[config.mk]
export PLATFORM = sky130hd
export DESIGN_NAME = fetch_stage
export DESIGN_NICKNAME = d
export VERILOG_FILES = /design/src/rtl/cpu_pkg.sv /design/src/rtl/ifid_reg.sv /design/src/rtl/fetch_stage.sv
export SDC_FILE = /design/constraint.sdc
export NUM_CORES = 1
export LEC_CHECK = 0
export ABC_AREA = 1
export CAP_MARGIN = 20
export CORE_MARGIN = 2
export CORE_UTILIZATION = 54
export DETAILED_ROUTE_END_ITERATION = 10
export GPL_TIMING_DRIVEN = 0
export PLACE_DENSITY = 0.92
export REMOVE_ABC_BUFFERS = 1
export SLEW_MARGIN = 20
export SYNTH_ARGS = -nofsm -noshare
export SYNTH_HDL_FRONTEND = slang
export SYNTH_SLANG_ARGS = --single-unit
[constraint.sdc]
create_clock -name clk -period 10.7 [get_ports clk]
set_input_delay 3.21 -clock clk [delete_from_list [all_inputs] [get_ports clk]]
set_output_delay 3.21 -clock clk [all_outputs]
set_load 0.005 [all_outputs]
[src/rtl/cpu_pkg.sv]
// Shared definitions for the word-addressed MIPS pipeline.
//   fetch_state_t : fetch-stage FSM encoding
//   NOP_INSTR     : encoding used for pipeline bubbles and reset contents
package cpu_pkg;

    typedef enum logic [1:0] {
        FETCH = 2'd0,   // request outstanding (imem_req high)
        HOLD  = 2'd1,   // fetched word parked while ID is stalled
        DRAIN = 2'd2    // waiting out a request made stale by a redirect
    } fetch_state_t;

    localparam logic [31:0] NOP_INSTR = 32'h0000_0000;

endpackage

[src/rtl/ifid_reg.sv]
// Generic pipeline stage register: {valid, pc, instr}.
//   clk, rst        : clock, asynchronous active-high reset
//   load            : capture in_pc/in_instr, mark valid
//   flush           : clear valid and force FLUSH_INSTR (wins over load); pc kept
//   in_pc, in_instr : incoming payload
//   out_valid, out_pc, out_instr : registered contents
// With neither load nor flush the contents are held.
module ifid_reg
    import cpu_pkg::*;
#(
    parameter logic [31:0] FLUSH_INSTR = NOP_INSTR
) (
    input  logic        clk,
    input  logic        rst,
    input  logic        load,
    input  logic        flush,
    input  logic [31:0] in_pc,
    input  logic [31:0] in_instr,
    output logic        out_valid,
    output logic [31:0] out_pc,
    output logic [31:0] out_instr
);

    logic        valid_q, valid_d;
    logic [31:0] pc_q, pc_d;
    logic [31:0] instr_q, instr_d;

    always_comb begin
        valid_d = valid_q;
        pc_d    = pc_q;
        instr_d = instr_q;
        if (flush) begin
            valid_d = 1'b0;
            instr_d = FLUSH_INSTR;
        end else if (load) begin
            valid_d = 1'b1;
            pc_d    = in_pc;
            instr_d = in_instr;
        end
    end

    always_ff @(posedge clk or posedge rst) begin
        if (rst) begin
            valid_q <= 1'b0;
            pc_q    <= 32'd0;
            instr_q <= FLUSH_INSTR;
        end else begin
            valid_q <= valid_d;
            pc_q    <= pc_d;
            instr_q <= instr_d;
        end
    end

    assign out_valid = valid_q;
    assign out_pc    = pc_q;
    assign out_instr = instr_q;

endmodule

[src/rtl/fetch_stage.sv]
// Instruction-fetch stage: owns the PC, fetches over a req/ack handshake and
// fills the IF/ID register. Honours stalls and ID-stage redirects.
//   clk, rst      : clock, asynchronous active-high reset
//   npc           : next PC from the next-PC selector (target when redirect)
//   redirect      : ID resolved a taken branch/jump; flushes IF/ID
//   stall         : hazard unit holds IF/ID
//   imem_req/addr : fetch request and word address (= pc)
//   imem_ack/rdata: one-cycle response pulse and instruction word
//   pc            : current fetch PC
//   ifid_*        : IF/ID register contents
//   dbg_state     : FSM state, for observation only
// Handshake: imem_req is high exactly in FETCH and imem_addr equals pc; neither
// changes until the cycle imem_ack is seen (which may be the request cycle).
// At most one request is outstanding; a request abandoned by a redirect is
// retired in DRAIN, where its data is discarded.
module fetch_stage
    import cpu_pkg::fetch_state_t, cpu_pkg::FETCH, cpu_pkg::HOLD, cpu_pkg::DRAIN;
#(
    parameter logic [31:0] RESET_PC  = 32'h0000_0000,
    parameter logic [31:0] NOP_INSTR = cpu_pkg::NOP_INSTR
) (
    input  logic         clk,
    input  logic         rst,
    input  logic [31:0]  npc,
    input  logic         redirect,
    input  logic         stall,
    output logic         imem_req,
    output logic [31:0]  imem_addr,
    input  logic         imem_ack,
    input  logic [31:0]  imem_rdata,
    output logic [31:0]  pc,
    output logic         ifid_valid,
    output logic [31:0]  ifid_pc,
    output logic [31:0]  ifid_instr,
    output fetch_state_t dbg_state
);

    fetch_state_t state_q, state_d;
    logic [31:0]  pc_q, pc_d;
    logic         hold_valid_q, hold_valid_d;
    logic [31:0]  hold_pc_q, hold_pc_d;
    logic [31:0]  hold_instr_q, hold_instr_d;

    logic         ifid_load, ifid_flush;
    logic [31:0]  ifid_in_pc, ifid_in_instr;

    always_comb begin
        state_d       = state_q;
        pc_d          = pc_q;
        hold_valid_d  = hold_valid_q;
        hold_pc_d     = hold_pc_q;
        hold_instr_d  = hold_instr_q;
        ifid_load     = 1'b0;
        ifid_flush    = 1'b0;
        ifid_in_pc    = pc_q;
        ifid_in_instr = imem_rdata;

        if (redirect) begin
            // Redirect beats stall: the wrong-path fetch and anything parked
            // in the hold buffer are both discarded.
            pc_d         = npc;
            ifid_flush   = 1'b1;
            hold_valid_d = 1'b0;
            unique case (state_q)
                FETCH:   state_d = imem_ack ? FETCH : DRAIN;
                HOLD:    state_d = FETCH;
                // An ack landing now retires the stale request.
                DRAIN:   state_d = imem_ack ? FETCH : DRAIN;
                default: state_d = FETCH;
            endcase
        end else begin
            unique case (state_q)
                FETCH: begin
                    if (imem_ack) begin
                        pc_d = npc;
                        if (stall) begin
                            hold_valid_d = 1'b1;
                            hold_pc_d    = pc_q;
                            hold_instr_d = imem_rdata;
                            state_d      = HOLD;
                        end else begin
                            ifid_load = 1'b1;
                        end
                    end else if (!stall) begin
                        ifid_flush = 1'b1;  // bubble while waiting on memory
                    end
                end
                HOLD: begin
                    if (!stall) begin
                        ifid_load     = 1'b1;
                        ifid_in_pc    = hold_pc_q;
                        ifid_in_instr = hold_instr_q;
                        hold_valid_d  = 1'b0;
                        state_d       = FETCH;
                    end
                end
                DRAIN: begin
                    if (imem_ack) begin
                        state_d = FETCH;
                    end
                end
                default: state_d = FETCH;
            endcase
        end
    end

    always_ff @(posedge clk or posedge rst) begin
        if (rst) begin
            state_q      <= FETCH;
            pc_q         <= RESET_PC;
            hold_valid_q <= 1'b0;
            hold_pc_q    <= 32'd0;
            hold_instr_q <= NOP_INSTR;
        end else begin
            state_q      <= state_d;
            pc_q         <= pc_d;
            hold_valid_q <= hold_valid_d;
            hold_pc_q    <= hold_pc_d;
            hold_instr_q <= hold_instr_d;
        end
    end

    ifid_reg #(.FLUSH_INSTR(NOP_INSTR)) u_ifid (
        .clk       (clk),
        .rst       (rst),
        .load      (ifid_load),
        .flush     (ifid_flush),
        .in_pc     (ifid_in_pc),
        .in_instr  (ifid_in_instr),
        .out_valid (ifid_valid),
        .out_pc    (ifid_pc),
        .out_instr (ifid_instr)
    );

    assign imem_req  = (state_q == FETCH);
    assign imem_addr = pc_q;
    assign pc        = pc_q;
    assign dbg_state = state_q;

endmodule

==> results.tsv, run 1 <==
stage	metric	value	unit
status	status	complete, no violations	
drt	wire per inst	14.7	um
logic_synthesis	cell type with the highest aggregate area in the netlist	sky130_fd_sc_hd__dfrtp_1	
clock_tree	CTS tree	yes	
drt	final wirelength	21300	um
clock_tree	number of instances resized during post-cts repair	0	
clock_tree	master cell of the clock root buffer	sky130_fd_sc_hd__clkbuf_16	
pwr	Net Sw Power	615	uW
timing	maximum clock skew at final layout	0.00762	ns
pwr	Pint	1.35	mW
logic_synthesis	proportion of synthesized chip area in sequential cells	50.1	%
placed_design	placed wire-length estimate after detailed placement	13100	um
logic_synthesis	Post-Synthesis Cells	1117	
pwr	proportion of power drawn by the clock network	28.7	%
clock_tree	CTS buffer count	17	
placed_design	placer congestion estimate	0.750	
finish	signed area change from the synthesized netlist to the final layout	30.5	%
grt	wire length of the first global-routing pass	35500	um
grt	vias in the first global route	7441	
timing	setup repair after global routing missed its margin	false	
pwr	Static Leak	5.58	nW
timing	count of final max-slew check failures	0	
timing	final worst-path setup slack	5.00	ns
logic_synthesis	leading post-synthesis cells by cell area	sky130_fd_sc_hd__dfrtp_1, sky130_fd_sc_hd__nand2_1, sky130_fd_sc_hd__inv_1	
logic_synthesis	YS warnings	0	
clock_tree	Reg clk slew, reported paths	0.06	ns
floorplanning	initial cell density of the core	55.6	%
timing	relative max-transition margin	44.7	%
critical_path	Critical Path RT	11.01	ns
grt	overall fraction of global-route tracks in use	27.1	%
finish	fraction of final layout cells with drive strength greater than 1	4.28	%
drt	Pre-antenna DRT Iters	5	
critical_path	maximum net fanout on the critical path	41	
timing	transition time of the tightest slew-check pin	0.829	ns
drt	number of routed nets with antenna violations	0	
drt	via total after detailed routing	7599	
logic_synthesis	post-synth top area share	50.1	%
timing	final worst path period need	5.70	ns
pwr	worst IR drop on VDD	0.115	mV
pwr	post-layout power	1.96	mW
floorplanning	count of pins on the block boundary	201	
logic_synthesis	average footprint of a synthesized cell	7.29	um^2
grt	antenna violations before repair	0	
logic_synthesis	total of flip-flops plus latches after synthesis	163	
finish	area of the multi-input gates	0.00302	mm^2
pwr	part of the total power dissipated in combinational logic	28.1	%
timing	Final Hold Fails	0	
critical_path	worst-path cell with the longest stage delay	sky130_fd_sc_hd__inv_2	
critical_path	CP delay by family, top	buffers and inverters	
critical_path	count of buffering cells on the critical path with inverters included	5	
floorplanning	num rows	44	
floorplanning	Die Span Y	127	um
clock_tree	number of buffers inserted for hold repair after clock tree synthesis	0	
placed_design	I/O Buffers	200	
pwr	power density over cell area	185	mW/mm^2
timing	Worst Hold Margin	0.478	ns
finish	most used cells in the layout excluding fill and tap cells	sky130_fd_sc_hd__nand2_1, sky130_fd_sc_hd__clkdlybuf4s50_1, sky130_fd_sc_hd__dfrtp_1, sky130_fd_sc_hd__inv_1, sky130_fd_sc_hd__nand3_1	
logic_synthesis	number of distinct standard cells referenced by the synthesized netlist	16	
drt	DRT iter0 DRCs	721	
finish	number of diodes	0	
logic_synthesis	area of the mapped netlist	0.00814	mm^2
timing	fmax	175	MHz
timing	Finish-stage setup viols	0	
critical_path	crit path DAT	6.01	ns
critical_path	setup slack of the worst register-to-register path	8.31	ns
critical_path	chain of cells forming the critical path	clkdlybuf4s50_1 -> inv_2 -> nand2_1 -> nor2_4 -> buf_12 -> buf_16 -> inv_2 -> nand2_1 -> nand2_1	
pwr	switching part of the total	31.3	%
clock_tree	Longest Clk Path Bufs	2	
finish	most common cell after layout, fill and taps aside	sky130_fd_sc_hd__nand2_1	
critical_path	endpoint class of the critical path	register	
min_path	path class of the lowest-slack min-delay path	register to register	
critical_path	delay of the slowest cell on the worst path	0.61	ns
grt	largest net degree at the start of global routing	95	
clock_tree	setup fix buffers added after clock tree synthesis	0	
finish	Sequential Area	0.00408	mm^2
floorplanning	Die Wd	127	um
critical_path	type of the setup path with the least slack	primary input to register	
timing	Period Utilization, post-route	53.3	%
floorplanning	Core Footprint	0.0146	mm^2
floorplanning	full die area	0.0161	mm^2
clock_tree	H-Tree Depth	4	
placed_design	minimum setup slack after placement	4.59	ns
job	max-cap viol count	0	
critical_path	Critical Path Start Type	primary input	
drt	post-route DRC violation count	0	
clock_tree	clock sinks	163	
finish	fillers	1063	
critical_path	most used cell, CP	sky130_fd_sc_hd__nand2_1	
finish	net count of the finished layout	1319	
grt	sum of overflow across all layers after global routing	0	
pwr	fraction of power consumed by sequential logic	43.2	%
clock_tree	insertion delay to the later sink of the worst-skew pair	0.42	ns
drt	post-DR vias/cell	5.25	
-- worst reg2reg max path, stage by stage (launching register included) --
cell and delay, ns:
sky130_fd_sc_hd__dfrtp_1 0.47, sky130_fd_sc_hd__nor2_1 0.16, sky130_fd_sc_hd__nand2_1 0.11, sky130_fd_sc_hd__nor2_4 0.53, sky130_fd_sc_hd__buf_12 0.28, sky130_fd_sc_hd__buf_16 0.19
sky130_fd_sc_hd__inv_2 0.29, sky130_fd_sc_hd__nand2_1 0.17, sky130_fd_sc_hd__nand2_1 0.07
-- metrics by stage --
stage	utilization [%]	instances	TNS, ns	cell area, um^2
5_1_grt	72.5	1447	0	10600
3_5_place_dp	68.6	1414	0	10000
4_1_cts	72.4	1446	0	10600
2_1_floorplan	-	1021	0	7560
3_3_place_gp	66.9	1405	-43.86	9790
6_report	72.5	1447	0	10600
-- final timing paths --
| path | endpoint | cells after the start | start |
|---|---|---|---|
| worst max register to register | u_ifid.out_pc[5]$_DFFE_PP0P_ | 8 | dbg_state[1]$_DFFE_PP0P_ |
| worst max-delay path | u_ifid.out_pc[5]$_DFFE_PP0P_ | 9 | redirect |
| worst min register to register | u_ifid.out_pc[6]$_DFFE_PP0P_ | 2 | u_ifid.out_pc[6]$_DFFE_PP0P_ |
| min in group asynchronous | hold_instr_q[3]$_DFFE_PP0P_ | 2 | rst |
| worst min-delay path | u_ifid.out_pc[6]$_DFFE_PP0P_ | 2 | u_ifid.out_pc[6]$_DFFE_PP0P_ |
| max in group asynchronous | hold_pc_q[6]$_DFFE_PP0P_ | 3 | rst |
-- registers in the layout, indices dropped and copies added (netlist names) --
| signal | cells |
|---|---|
| dbg_state | 2 |
| hold_instr_q | 32 |
| hold_pc_q | 32 |
| imem_addr | 32 |
| u_ifid.out_instr | 32 |
| u_ifid.out_pc | 32 |
| u_ifid.out_valid | 1 |
-- final cells by class --
type,count,share of cell area [%]
tap,184,2.17
timing repair buffer,210,21.1
clock inverter,12,0.766
inverter,134,4.83
sequential,163,38.4
clock buffer,20,4.39
multi-input combinational,724,28.4
-- cells by family (layout without fill, tap and decap cells) --
group                  Yosys count  in the layout  share of synthesized area, %
DFF                            163            163                          50.1
buffers and inverters          230            376                          13.3
AOI/OAI and AO/OA               99             99                          6.12
and+or+nand+nor                625            625                          30.5
-- per-layer routing --
layer	part of all wire, %	routed length [um]	track usage [%]
met4	1.2	261	9.37
met3	8.4	1790	5.82
met1	40	8610	34.1
met2	50	10600	46.7
met5	0	0	0
-- power groups by stage --
stage               registers (mW)  logic [mW]  clock network [mW]
CTS                          0.845       0.553               0.573
global route                 0.863       0.622               0.599
floorplan                    0.847       0.265                   0
finish                       0.847       0.551               0.563
detailed placement           0.853       0.544                   0
global placement             0.846       0.519                   0
-- synthesized netlist by cell type, drive strengths merged --
master,number
clkbuf,7
nand2,521
nor2,5
inv,134
buf,89
nand3,99
a211oi,1
o21ai,97
a21oi,1
dfrtp,163
Power figures use the tool's default switching activity.
==> inputs of run 2 (changes only) <==
--- a/config.mk
+++ b/config.mk
@@ -8,10 +8,10 @@
 export ABC_AREA = 1
 export CAP_MARGIN = 20
 export CORE_MARGIN = 2
-export CORE_UTILIZATION = 54
+export CORE_UTILIZATION = 50
 export DETAILED_ROUTE_END_ITERATION = 10
 export GPL_TIMING_DRIVEN = 0
-export PLACE_DENSITY = 0.92
+export PLACE_DENSITY = 0.87
 export REMOVE_ABC_BUFFERS = 1
 export SLEW_MARGIN = 20
 export SYNTH_ARGS = -nofsm -noshare
==> constraint.sdc (replaced) <==
create_clock -name clk -period 5.6 [get_ports clk]
set_input_delay 1.68 -clock clk [delete_from_list [all_inputs] [get_ports clk]]
set_output_delay 1.68 -clock clk [all_outputs]
set_load 0.005 [all_outputs]
==> run 2 against run 1 <==
Die area rose by 7.7%. Register-to-register slack got worse by 4.9 ns. Cell count rose by 2.1%. Global-route usage fell by 2.2 points. Core utilization fell by 5.1 points. Clock skew rose by 0.0015 ns. Clock power rose by 110%. First-iteration DRC count fell by 33%. Wire length fell by 0.14%.
==> results.tsv, run 2 (same netlist as run 1, synthesis figures left out) <==
stage	metric	value	unit	change
critical_path	reg2reg start	dbg_state[0]$_DFFE_PP0P_		
critical_path	endpoint class of the critical path	register		
finish	most used cells in the layout excluding fill and tap cells	sky130_fd_sc_hd__nand2_1, sky130_fd_sc_hd__clkdlybuf4s50_1, sky130_fd_sc_hd__dfrtp_1, sky130_fd_sc_hd__inv_1, sky130_fd_sc_hd__nand3_1		
finish	fin area	0.0107	mm^2	+0.79%
clock_tree	H-Tree Depth	4		unchanged
critical_path	end of the worst register-to-register path	hold_pc_q[30]$_DFFE_PP0P_		
clock_tree	CTS buffer count	17		unchanged
grt	largest net degree at the start of global routing	94		-1.1%
clock_tree	setup fix buffers added after clock tree synthesis	0		unchanged
timing	final worst-path setup slack	1.64	ns	-3.36 ns
finish	area of the multi-input gates	0.00302	mm^2	unchanged
timing	maximum clock skew at final layout	0.00910	ns	+0.00148 ns
floorplanning	initial cell density of the core	51.2	%	-4.3 points
critical_path	timing endpoint of the critical path	u_ifid.out_pc[11]$_DFFE_PP0P_		
finish	fillers	1249		+17%
drt	post-DR vias/cell	5.02		-4.4%
clock_tree	number of instances resized during post-cts repair	0		unchanged
finish	signed area change from the synthesized netlist to the final layout	31.6	%	
timing	Period Utilization, post-route	70.7	%	
critical_path	worst setup path startpoint	redirect		
drt	number of routed nets with antenna violations	0		unchanged
placed_design	placed wire-length estimate after detailed placement	13400	um	+1.9%
timing	fmax	252	MHz	
drt	via total after detailed routing	7414		-2.4%
timing	count of final max-slew check failures	0		unchanged
finish	net count of the finished layout	1318		-0.076%
placed_design	Placed Instance Area	0.0101	mm^2	+0.27%
critical_path	Worst R2R Path Depth	5		-3
clock_tree	insertion delay to the later sink of the worst-skew pair	0.42	ns	about the same
clock_tree	Longest Clk Path Bufs	2		unchanged
finish	Sequential Area	0.00408	mm^2	unchanged
clock_tree	master cell of the clock root buffer	sky130_fd_sc_hd__clkbuf_16		
critical_path	Critical Path Start Type	primary input		
timing	final worst path period need	3.96	ns	
clock_tree	CTS tree	yes		
floorplanning	num rows	46		+4.5%
grt	overall fraction of global-route tracks in use	25.0	%	-2.2 points
finish	fraction of final layout cells with drive strength greater than 1	3.89	%	-0.39 points
grt	wire length of the first global-routing pass	35400	um	-0.29%
placed_design	placer congestion estimate	0.765		+1.9%
floorplanning	Core Footprint	0.0159	mm^2	+8.5%
status	status	complete, no violations		
drt	DRT iter0 DRCs	481		-33%
placed_design	I/O Buffers	200		unchanged
clock_tree	clock sinks	163		unchanged
critical_path	Critical Path RT	5.91	ns	-5.10 ns
critical_path	maximum net fanout on the critical path	41		unchanged
placed_design	minimum setup slack after placement	1.18	ns	-3.41 ns
grt	sum of overflow across all layers after global routing	0		unchanged
grt	vias in the first global route	7238		-2.7%
drt	Pre-antenna DRT Iters	5		unchanged
job	max-cap viol count	0		unchanged
critical_path	type of the setup path with the least slack	primary input to register		
pwr	power density over cell area	361	mW/mm^2	+96%
timing	Final Hold Fails	0		unchanged
critical_path	setup slack of the worst register-to-register path	3.45	ns	-4.86 ns
finish	most common cell after layout, fill and taps aside	sky130_fd_sc_hd__nand2_1		
finish	number of diodes	0		unchanged
min_path	path class of the lowest-slack min-delay path	register to register		
drt	wire per inst	14.4	um	-2.2%
pwr	Static Leak	5.60	nW	+0.26%
timing	setup repair after global routing missed its margin	false		
pwr	worst IR drop on VDD	0.215	mV	+88%
critical_path	crit path DAT	4.27	ns	-1.74 ns
grt	antenna violations before repair	0		unchanged
timing	transition time of the tightest slew-check pin	0.824	ns	-0.00460 ns
clock_tree	Reg clk slew, reported paths	0.06	ns	about the same
timing	Finish-stage setup viols	0		unchanged
floorplanning	Die Span Y	132	um	+3.8%
drt	final wirelength	21200	um	-0.14%
floorplanning	Die Wd	132	um	+3.8%
floorplanning	count of pins on the block boundary	201		unchanged
floorplanning	full die area	0.0173	mm^2	+7.7%
clock_tree	number of buffers inserted for hold repair after clock tree synthesis	0		unchanged
timing	relative max-transition margin	45.0	%	+0.31 points
drt	post-route DRC violation count	0		unchanged
[run 2: cell count changes in the layout (fill, tap and decap cells not counted)]
cell and change:
sky130_fd_sc_hd__buf_16 +1, sky130_fd_sc_hd__bufinv_16 +3, sky130_fd_sc_hd__clkinv_2 -4, sky130_fd_sc_hd__buf_12 -2
sky130_fd_sc_hd__inv_6 -1, sky130_fd_sc_hd__clkinv_4 -1, sky130_fd_sc_hd__clkbuf_1 +3, sky130_fd_sc_hd__clkinvlp_4 -1
[run 2: how the worst min path moves through the flow]
stage	startpoint	end	slack, ns	depth (start not counted)
after detailed placement	u_ifid.out_pc[2]$_DFFE_PP0P_	u_ifid.out_pc[2]$_DFFE_PP0P_	0.46	2
after global placement	u_ifid.out_pc[22]$_DFFE_PP0P_	u_ifid.out_pc[22]$_DFFE_PP0P_	0.46	2
after CTS	u_ifid.out_pc[2]$_DFFE_PP0P_	u_ifid.out_pc[2]$_DFFE_PP0P_	0.48	2
after floorplan	hold_instr_q[0]$_DFFE_PP0P_	hold_instr_q[0]$_DFFE_PP0P_	0.46	2
after global routing	u_ifid.out_pc[26]$_DFFE_PP0P_	u_ifid.out_pc[26]$_DFFE_PP0P_	0.50	2
final	u_ifid.out_pc[3]$_DFFE_PP0P_	u_ifid.out_pc[3]$_DFFE_PP0P_	0.48	2
[run 2: metal layers]
layer	GRT usage, %	vias to the layer above	routed length, um
met5	0	-	0
met4	7.00	0	276
met3	6.25	29	1550
met2	41.8	296	10300
met1	32.3	3446	9080
li1	-	3643	-
[run 2: layout make-up]
class	instances	area share (%)
Timing Repair Buffer	209	20.8
Multi-Input combinational cell	724	28.2
Clock buffer	23	4.46
Inverter	134	4.79
Sequential cell	163	38.1
Tap cell	216	2.52
Clock inverter	8	1.18
[run 2: per-stage QoR]
stage | utilization (%) | total power [mW] | instances | hold WS, ns | setup TNS, ns
2_1_floorplan | - | 2.12 | 1021 | 0.459 | -89.17
3_3_place_gp | 61.9 | 2.61 | 1437 | 0.461 | -841.09
3_5_place_dp | 63.4 | 2.67 | 1445 | 0.464 | 0
4_1_cts | 67.2 | 3.88 | 1476 | 0.481 | 0
5_1_grt | 67.4 | 4.10 | 1477 | 0.503 | 0
6_report | 67.4 | 3.87 | 1477 | 0.478 | 0
[run 2: critical path: stages]
cell                              delay, ns
sky130_fd_sc_hd__clkdlybuf4s50_1       0.41
sky130_fd_sc_hd__inv_2                 0.59
sky130_fd_sc_hd__nand2_1               0.23
sky130_fd_sc_hd__nor2_4                0.69
sky130_fd_sc_hd__buf_16                0.24
sky130_fd_sc_hd__buf_16                0.18
sky130_fd_sc_hd__nand2_1               0.06
sky130_fd_sc_hd__nand3_1               0.08
sky130_fd_sc_hd__nand2_1               0.07
[run 2: power by group]
part	switching, mW	internal, mW
combinational	0.530	0.519
clock	0.467	0.735
sequential	0.162	1.45
